===== src/rtl/ghost_mode_if.sv =====
// Ghost controller bundle: game events from the top level and the shared
// control lines fanned out to every ghost mover.
interface ghost_mode_if #(
    parameter int NUM_GHOSTS = 4
);
    logic                  i_start;
    logic                  i_power_pellet;
    logic [NUM_GHOSTS-1:0] i_collide;
    logic [1:0]            o_mode;
    logic [2:0]            o_phase;
    logic [NUM_GHOSTS-1:0] o_release;
    logic                  o_stop;
    logic                  o_reverse;
    logic [NUM_GHOSTS-1:0] o_ghost_eaten;
    logic                  o_pac_dead;
    logic                  o_fright_flash;

    modport master (
        output i_start, i_power_pellet, i_collide,
        input  o_mode, o_phase, o_release, o_stop, o_reverse,
               o_ghost_eaten, o_pac_dead, o_fright_flash
    );

    modport slave (
        input  i_start, i_power_pellet, i_collide,
        output o_mode, o_phase, o_release, o_stop, o_reverse,
               o_ghost_eaten, o_pac_dead, o_fright_flash
    );
endinterface


===== src/rtl/ghost_mode_ctrl.sv =====
// Ghost game sequencer: scatter/chase phases, staggered release, frightened mode
// and collision resolution. Macro GHOST_FRIGHT_FLASH_EN enables the fright-ending flash.
module ghost_mode_ctrl #(
    parameter int NUM_GHOSTS     = 4,
    parameter int SCATTER_FRAMES = 420,
    parameter int CHASE_FRAMES   = 1200,
    parameter int NUM_PHASES     = 4,
    parameter int FRIGHT_FRAMES  = 360,
    parameter int RELEASE_GAP    = 120,
    parameter int FLASH_FRAMES   = 120
) (
    input  logic        frame_clk,
    input  logic        Reset,
    ghost_mode_if.slave bus
);
    typedef enum logic [1:0] {ST_IDLE, ST_RUN, ST_FRIGHT, ST_DEAD} state_t;

    localparam logic [11:0] SCATTER_LAST = 12'(SCATTER_FRAMES - 1);
    localparam logic [11:0] CHASE_LAST   = 12'(CHASE_FRAMES - 1);
    localparam logic [11:0] FRIGHT_LAST  = 12'(FRIGHT_FRAMES - 1);
    localparam logic [11:0] FLASH_START  = 12'(FRIGHT_FRAMES - FLASH_FRAMES);
    localparam logic [2:0]  LAST_PHASE   = 3'(2 * NUM_PHASES - 1);

`ifdef GHOST_FRIGHT_FLASH_EN
    localparam bit FLASH_ON = 1'b1;
`else
    localparam bit FLASH_ON = 1'b0;
`endif

    state_t                r_state, w_state_next;
    logic [2:0]            r_phase, w_phase_next;
    logic [11:0]           r_phase_tmr, w_phase_tmr_next;
    logic [11:0]           r_fright_tmr, w_fright_tmr_next;
    logic [11:0]           r_rel_tmr, w_rel_tmr_next;
    logic [NUM_GHOSTS-1:0] r_release, w_release_next;
    logic [NUM_GHOSTS-1:0] r_eaten_mask, w_eaten_mask_next;
    logic [NUM_GHOSTS-1:0] r_ghost_eaten, w_ghost_eaten_next;
    logic                  r_reverse, w_reverse_next;
    logic                  w_rel_adv;
    logic                  w_rel_load;
    logic [NUM_GHOSTS-1:0] w_hits;
    logic [NUM_GHOSTS-1:0] w_fresh;
    logic                  w_repeat_hit;

    // Ghosts still in the house cannot touch pac-man.
    assign w_hits       = bus.i_collide & r_release;
    assign w_fresh      = w_hits & ~r_eaten_mask;
    assign w_repeat_hit = |(w_hits & r_eaten_mask);

    always_comb begin
        // NOTE: every target gets a default first, so no path can infer a latch.
        w_state_next       = r_state;
        w_phase_next       = r_phase;
        w_phase_tmr_next   = r_phase_tmr;
        w_fright_tmr_next  = r_fright_tmr;
        w_rel_tmr_next     = r_rel_tmr;
        w_release_next     = r_release;
        w_eaten_mask_next  = r_eaten_mask;
        w_ghost_eaten_next = '0;
        w_reverse_next     = 1'b0;
        w_rel_adv          = 1'b0;
        w_rel_load         = 1'b0;

        unique case (r_state)
            ST_IDLE: begin
                if (bus.i_start) begin
                    w_state_next      = ST_RUN;
                    w_phase_next      = '0;
                    w_phase_tmr_next  = '0;
                    w_fright_tmr_next = '0;
                    w_rel_tmr_next    = '0;
                    w_eaten_mask_next = '0;
                    w_rel_load        = 1'b1;
                end
            end
            ST_RUN: begin
                w_rel_adv = 1'b1;
                // The pellet outranks a same-cycle collision; it is rescored as frightened.
                if (bus.i_power_pellet) begin
                    w_state_next      = ST_FRIGHT;
                    w_reverse_next    = 1'b1;
                    w_fright_tmr_next = '0;
                    w_eaten_mask_next = '0;
                end else if (|w_hits) begin
                    w_state_next = ST_DEAD;
                end else if (r_phase != LAST_PHASE) begin
                    if (r_phase_tmr == (r_phase[0] ? CHASE_LAST : SCATTER_LAST)) begin
                        w_phase_next     = r_phase + 3'd1;
                        w_phase_tmr_next = '0;
                        w_reverse_next   = 1'b1;
                    end else begin
                        w_phase_tmr_next = r_phase_tmr + 12'd1;
                    end
                end
            end
            ST_FRIGHT: begin
                w_rel_adv          = 1'b1;
                w_ghost_eaten_next = w_fresh;
                w_eaten_mask_next  = r_eaten_mask | w_fresh;
                if (w_repeat_hit) begin
                    w_state_next = ST_DEAD;
                end else if (bus.i_power_pellet) begin
                    w_fright_tmr_next = '0;
                end else if (r_fright_tmr == FRIGHT_LAST) begin
                    w_state_next = ST_RUN;
                end else begin
                    w_fright_tmr_next = r_fright_tmr + 12'd1;
                end
            end
            ST_DEAD: begin
            end
        endcase

        // Release timer saturates once the whole house is empty.
        if (w_rel_adv && !(&r_release)) begin
            w_rel_tmr_next = r_rel_tmr + 12'd1;
        end
        if (w_rel_adv || w_rel_load) begin
            for (int i = 0; i < NUM_GHOSTS; i++) begin
                if (w_rel_tmr_next == 12'(i * RELEASE_GAP)) begin
                    w_release_next[i] = 1'b1;
                end
            end
        end
    end

    always_ff @(posedge frame_clk or posedge Reset) begin
        // NOTE: non-blocking assignments make every register sample pre-edge values.
        if (Reset) begin
            r_state       <= ST_IDLE;
            r_phase       <= '0;
            r_phase_tmr   <= '0;
            r_fright_tmr  <= '0;
            r_rel_tmr     <= '0;
            r_release     <= '0;
            r_eaten_mask  <= '0;
            r_ghost_eaten <= '0;
            r_reverse     <= 1'b0;
        end else begin
            r_state       <= w_state_next;
            r_phase       <= w_phase_next;
            r_phase_tmr   <= w_phase_tmr_next;
            r_fright_tmr  <= w_fright_tmr_next;
            r_rel_tmr     <= w_rel_tmr_next;
            r_release     <= w_release_next;
            r_eaten_mask  <= w_eaten_mask_next;
            r_ghost_eaten <= w_ghost_eaten_next;
            r_reverse     <= w_reverse_next;
        end
    end

    assign bus.o_mode         = (r_state == ST_FRIGHT) ? 2'b10 :
                                ((r_state == ST_RUN) && r_phase[0]) ? 2'b01 : 2'b00;
    assign bus.o_phase        = r_phase;
    assign bus.o_release      = r_release;
    assign bus.o_stop         = (r_state == ST_IDLE) || (r_state == ST_DEAD);
    assign bus.o_reverse      = r_reverse;
    assign bus.o_ghost_eaten  = r_ghost_eaten;
    assign bus.o_pac_dead     = (r_state == ST_DEAD);
    assign bus.o_fright_flash = FLASH_ON && (r_state == ST_FRIGHT) &&
                                (r_fright_tmr >= FLASH_START) && r_fright_tmr[3];
endmodule


===== src/flat_wrapper.sv =====
// flat-port wrapper written by rule: the top's interface ports become plain ports
module ghost_mode_ctrl_flat 
#(
    parameter int NUM_GHOSTS     = 4,
    parameter int SCATTER_FRAMES = 420,
    parameter int CHASE_FRAMES   = 1200,
    parameter int NUM_PHASES     = 4,
    parameter int FRIGHT_FRAMES  = 360,
    parameter int RELEASE_GAP    = 120,
    parameter int FLASH_FRAMES   = 120
)
  (frame_clk, Reset, bus_i_start, bus_i_power_pellet, bus_i_collide, bus_o_mode, bus_o_phase, bus_o_release, bus_o_stop, bus_o_reverse, bus_o_ghost_eaten, bus_o_pac_dead, bus_o_fright_flash);
  ghost_mode_if #(.NUM_GHOSTS(NUM_GHOSTS)) bus_i ();
  input  logic frame_clk;
  input  logic Reset;
  input wire logic [$bits(bus_i.i_start)-1:0] bus_i_start;
  input wire logic [$bits(bus_i.i_power_pellet)-1:0] bus_i_power_pellet;
  input wire logic [$bits(bus_i.i_collide)-1:0] bus_i_collide;
  output wire logic [$bits(bus_i.o_mode)-1:0] bus_o_mode;
  output wire logic [$bits(bus_i.o_phase)-1:0] bus_o_phase;
  output wire logic [$bits(bus_i.o_release)-1:0] bus_o_release;
  output wire logic [$bits(bus_i.o_stop)-1:0] bus_o_stop;
  output wire logic [$bits(bus_i.o_reverse)-1:0] bus_o_reverse;
  output wire logic [$bits(bus_i.o_ghost_eaten)-1:0] bus_o_ghost_eaten;
  output wire logic [$bits(bus_i.o_pac_dead)-1:0] bus_o_pac_dead;
  output wire logic [$bits(bus_i.o_fright_flash)-1:0] bus_o_fright_flash;
  assign bus_i.i_start = bus_i_start;
  assign bus_i.i_power_pellet = bus_i_power_pellet;
  assign bus_i.i_collide = bus_i_collide;
  assign bus_o_mode = bus_i.o_mode;
  assign bus_o_phase = bus_i.o_phase;
  assign bus_o_release = bus_i.o_release;
  assign bus_o_stop = bus_i.o_stop;
  assign bus_o_reverse = bus_i.o_reverse;
  assign bus_o_ghost_eaten = bus_i.o_ghost_eaten;
  assign bus_o_pac_dead = bus_i.o_pac_dead;
  assign bus_o_fright_flash = bus_i.o_fright_flash;
  ghost_mode_ctrl #(.NUM_GHOSTS(NUM_GHOSTS), .SCATTER_FRAMES(SCATTER_FRAMES), .CHASE_FRAMES(CHASE_FRAMES), .NUM_PHASES(NUM_PHASES), .FRIGHT_FRAMES(FRIGHT_FRAMES), .RELEASE_GAP(RELEASE_GAP), .FLASH_FRAMES(FLASH_FRAMES)) u_core (.frame_clk(frame_clk), .Reset(Reset), .bus(bus_i));
endmodule

===== config.mk =====
export PLATFORM = sky130hd
export DESIGN_NAME = ghost_mode_ctrl_flat
export DESIGN_NICKNAME = d
export VERILOG_FILES = /design/src/rtl/ghost_mode_if.sv /design/src/rtl/ghost_mode_ctrl.sv /design/src/flat_wrapper.sv
export SDC_FILE = /design/constraint.sdc
export NUM_CORES = 1
export LEC_CHECK = 0
export CAP_MARGIN = 20
export CORE_MARGIN = 5
export CORE_UTILIZATION = 52
export DETAILED_ROUTE_END_ITERATION = 8
export GPL_ROUTABILITY_DRIVEN = 0
export PLACE_DENSITY_LB_ADDON = 0.08
export SLEW_MARGIN = 20
export SYNTH_ARGS = -nofsm -noshare
export SYNTH_HDL_FRONTEND = slang
export SYNTH_SLANG_ARGS = --single-unit

===== constraint.sdc =====
create_clock -name frame_clk -period 2.3 [get_ports frame_clk]
set_input_delay 0.69 -clock frame_clk [delete_from_list [all_inputs] [get_ports frame_clk]]
set_output_delay 0.69 -clock frame_clk [all_outputs]
set_load 0.01 [all_outputs]

==> impl_metrics.env <==
export IMPL_outcome="finished clean"
export IMPL_first_global_vias=2809
export IMPL_avgSynthCellArea_um2=8.819
export IMPL_design_final_nets=445
export IMPL_drv_slew=0
export IMPL_hp_class="reg -> reg"
export IMPL_reg2regPathDepth=6
export IMPL_clk_root_buffer_cell="sky130_fd_sc_hd__clkbuf_8"
export IMPL_crit_type="reg -> reg"
export IMPL_synthArstFlopShare=1.000
export IMPL_grt_start_max_net_pins=22
export IMPL_fmax_mhz=444.8
export IMPL_report_final_setup_viol=0
export IMPL_final_clock_skew_ns=0.01015
export IMPL_hold_path_startpoint="u_core.r_eaten_mask[1]"
export IMPL_r2r_startpoint="u_core.r_rel_tmr[3]"
export IMPL_clk_pin_slew_worst_paths_ns=0.10
export IMPL_number_of_violations_reported_at_the_end_of_detailed_routing_iteration_0=143
export IMPL_postRouteWirelength_um=8138
export IMPL_cts_max_level=2
export IMPL_first_pass_iters=4
export IMPL_layout_drive_gt1_share=0.2517
export IMPL_drc_errors=0
export IMPL_core_area_um2=5851
export IMPL_tritoncts_clock_tree="built"
export IMPL_grt_util_all_layers=0.2239
export IMPL_area_delta_synth_final_pct=31.59
export IMPL_num_io_pins=25
export IMPL_ctsLongestPathBuffers=2
export IMPL_synth_seq_cells=54
export IMPL_drv_max_cap_violation_count=0
export IMPL_timing_critical_path_to_type="flop"
export IMPL_final_hold_viol_count=0
export IMPL_r2r_slack_ns=0.05
export IMPL_pwr_density_cell_nw_per_um2=811.4
export IMPL_synth_enable_flop_cells=0
export IMPL_cts_made_buffers=5
export IMPL_ant_nets=0
export IMPL_vias=2937
export IMPL_placement_io_buffers=23
export IMPL_whs_ns=0.4588
export IMPL_std_cell_rows=28
export IMPL_static_leakage_power_uw=0.001865
export IMPL_rsz0062_at_grt="yes"
export IMPL_totalPowerFinal_uw=3286
export IMPL_ys_flop_type="sky130_fd_sc_hd__dfrtp_1"
export IMPL_syn_instance_count=349
export IMPL_antenna_found_initial=0
export IMPL_layout_min_cycle_time_ns=2.248
export IMPL_die_w_um=86.94
export IMPL_whs_path_depth=1
export IMPL_floorplan_die_height_um=86.94
export IMPL_period_share=0.9774
export IMPL_wire_length_of_the_first_global_routing_pass_um=13510
export IMPL_synthesis_area_um2=3078
export IMPL_design_die_area_um2=7558
export IMPL_critical_path_arrival_ns=2.46
export IMPL_timing_setup_tns_ns=0
export IMPL_worst_hold_path_endpoint="u_core.bus.o_ghost_eaten[1]"
export IMPL_post_drt_via_cell_ratio=5.827
export IMPL_insertedDiodeCount=0
export IMPL_clock_insertion_delay_worst_skew_ns=0.32
export IMPL_worst_r2r_endpoint="u_core.bus.o_release[2]"
export IMPL_number_of_distinct_library_cell_variants_in_the_gate_level_netlist_after_synthesis=51
export IMPL_detail_route_wl_per_cell_um=16.15
export IMPL_setup_worst_path_start_class="flop"
export IMPL_synth_yosys_seq_area_share=0.4390
export IMPL_power_ir_vdd_worst_mv=0.6950
export IMPL_timing_critical_path_fanout_max=3
export IMPL_synthesis_yosys_warnings=0
export IMPL_mappedNetlistNets=366
export IMPL_initial_utilization=0.5261
export IMPL_gr_total_overflow=0
export IMPL_critPathRequiredTime_ns=2.51
export IMPL_cts_sink_count=54
export IMPL_hpwl_um=5855
-- critical path, stage by stage, from the launching register on --
cell,delay [ns]
sky130_fd_sc_hd__dfrtp_1,0.41
sky130_fd_sc_hd__nand3_4,0.09
sky130_fd_sc_hd__or4_4,0.52
sky130_fd_sc_hd__and3_4,0.16
sky130_fd_sc_hd__a211o_1,0.25
sky130_fd_sc_hd__a2111o_1,0.36
sky130_fd_sc_hd__o41ai_2,0.37
-- sequential cells by signal (all words and copies together) (netlist names) --
| signal | flops |
|---|---|
| u_core.r_fright_tmr | 12 |
| u_core.r_phase_tmr | 12 |
| u_core.r_rel_tmr | 12 |
| u_core.bus.o_ghost_eaten | 4 |
| u_core.bus.o_release | 4 |
| u_core.r_eaten_mask | 4 |
| u_core.bus.o_phase | 3 |
| u_core.r_state | 2 |
| u_core.bus.o_reverse | 1 |
-- power breakdown --
part | switching (uW) | internal, uW | leakage, uW | total [uW]
combinational | 827 | 742 | 0.00111 | 1570
sequential | 95.6 | 1070 | 0.000715 | 1170
clock | 332 | 215 | 0.0000441 | 547
total | 1250 | 2030 | 0.00186 | 3290
-- logic make-up (layout without fill, tap and decap cells) --
family / after synthesis / after routing / synth area share
buf+inv: 31 / 111 / 0.04268
mux: 4 / 4 / 0.01341
simple gates: 148 / 148 / 0.2533
flops: 54 / 54 / 0.4390
compound gates: 97 / 97 / 0.1996
other cells: 1 / 1 / 0.001218
fa+ha+maj: 9 / 9 / 0.03659
xor+xnor: 5 / 5 / 0.01423
-- final cells by class --
class                   count  area, um^2
repair buffers             85       716.9
inverters                  18       67.56
well taps                  75       93.84
flip-flops and latches     54        1354
clock inverters             3       21.27
clock buffers               5       68.82
multi-input cells         264        1728
fillers                   471        1800
-- worst max path at each step --
| stage | startpoint | end | slack (ns) | depth (start not counted) |
|---|---|---|---|---|
| final | u_core.r_rel_tmr[3] | u_core.bus.o_release[2] | 0.05 | 6 |
| after global routing | u_core.r_rel_tmr[0] | u_core.bus.o_release[1] | -0.06 | 8 |
| after CTS | u_core.r_rel_tmr[0] | u_core.bus.o_release[2] | -0.02 | 7 |
| after detailed placement | bus_i_collide[2] | u_core.r_phase_tmr[4] | -0.36 | 7 |
| after global placement | bus_i_start | u_core.bus.o_release[2] | -0.25 | 7 |
| after floorplan | u_core.r_rel_tmr[0] | u_core.bus.o_release[0] | 0.005 | 7 |
-- per-layer routing --
layer / vias to the layer above / GRT usage / part of all wire
li1: 1431 / - / -
met1: 1427 / 0.3164 / 0.47
met2: 70 / 0.3678 / 0.48
met3: 9 / 0.02460 / 0.038
met4: 0 / 0.05524 / 0.0093
met5: - / 0 / 0
-- what timing repair did --
action                                  4_1_cts  5_1_grt
pin swaps                                     8        6
endpoints found under the setup margin        8       17
setup buffers                                 3        3
resized for setup                            14       18
hold endpoints to repair                      0        0
hold buffers                                  0        0
-- cells in the final DEF (no fill, tap or decap), types with 9 or more instances in the layout --
master	instances
sky130_fd_sc_hd__nor2_1	20
sky130_fd_sc_hd__nand4_1	9
sky130_fd_sc_hd__a21oi_1	11
sky130_fd_sc_hd__nand2_1	40
sky130_fd_sc_hd__inv_1	13
sky130_fd_sc_hd__dfrtp_1	52
sky130_fd_sc_hd__nand3_1	16
sky130_fd_sc_hd__nor3_1	10
sky130_fd_sc_hd__clkdlybuf4s50_1	18
sky130_fd_sc_hd__buf_4	59
sky130_fd_sc_hd__o21ai_0	34
sky130_fd_sc_hd__a31oi_1	11
sky130_fd_sc_hd__o31ai_1	9
-- cells in the mapped netlist, types with 2 or more instances --
cell type	count	area share
sky130_fd_sc_hd__a211o_1	2	0.0057
sky130_fd_sc_hd__a21oi_1	11	0.018
sky130_fd_sc_hd__a22o_1	6	0.017
sky130_fd_sc_hd__a31oi_1	11	0.022
sky130_fd_sc_hd__and2_1	4	0.0081
sky130_fd_sc_hd__and3_1	7	0.014
sky130_fd_sc_hd__and4_1	2	0.0057
sky130_fd_sc_hd__buf_2	3	0.0049
sky130_fd_sc_hd__buf_4	3	0.0073
sky130_fd_sc_hd__clkbuf_1	7	0.0085
sky130_fd_sc_hd__dfrtp_1	54	0.44
sky130_fd_sc_hd__ha_1	9	0.037
sky130_fd_sc_hd__inv_1	17	0.021
sky130_fd_sc_hd__mux2i_1	3	0.0098
sky130_fd_sc_hd__nand2_1	43	0.052
sky130_fd_sc_hd__nand2b_1	8	0.016
sky130_fd_sc_hd__nand3_1	18	0.029
sky130_fd_sc_hd__nand3b_1	2	0.0049
sky130_fd_sc_hd__nand4_1	9	0.018
sky130_fd_sc_hd__nor2_1	21	0.026
sky130_fd_sc_hd__nor3_1	10	0.016
sky130_fd_sc_hd__nor3b_1	2	0.0049
sky130_fd_sc_hd__nor4_1	5	0.010
sky130_fd_sc_hd__o211ai_1	7	0.017
sky130_fd_sc_hd__o21a_1	2	0.0049
sky130_fd_sc_hd__o21ai_0	36	0.059
sky130_fd_sc_hd__o21ai_1	2	0.0033
sky130_fd_sc_hd__o31ai_1	9	0.022
sky130_fd_sc_hd__o41ai_1	5	0.014
sky130_fd_sc_hd__or2_2	4	0.0081
sky130_fd_sc_hd__or3_1	3	0.0061
sky130_fd_sc_hd__xor2_1	5	0.014
-- per-stage QoR --
step                        util  cell area, um^2  setup slack, ns  cells
after floorplan                -             3110         0.005191    349
after global placement    0.6499             3802          -0.2479    490
after detailed placement  0.6499             3802          -0.3597    490
after CTS                 0.6769             3960         -0.01527    501
after global routing      0.6923             4050         -0.06404    504
final                     0.6923             4050          0.05191    504
Note: power is estimated with default switching activity, not from simulation.
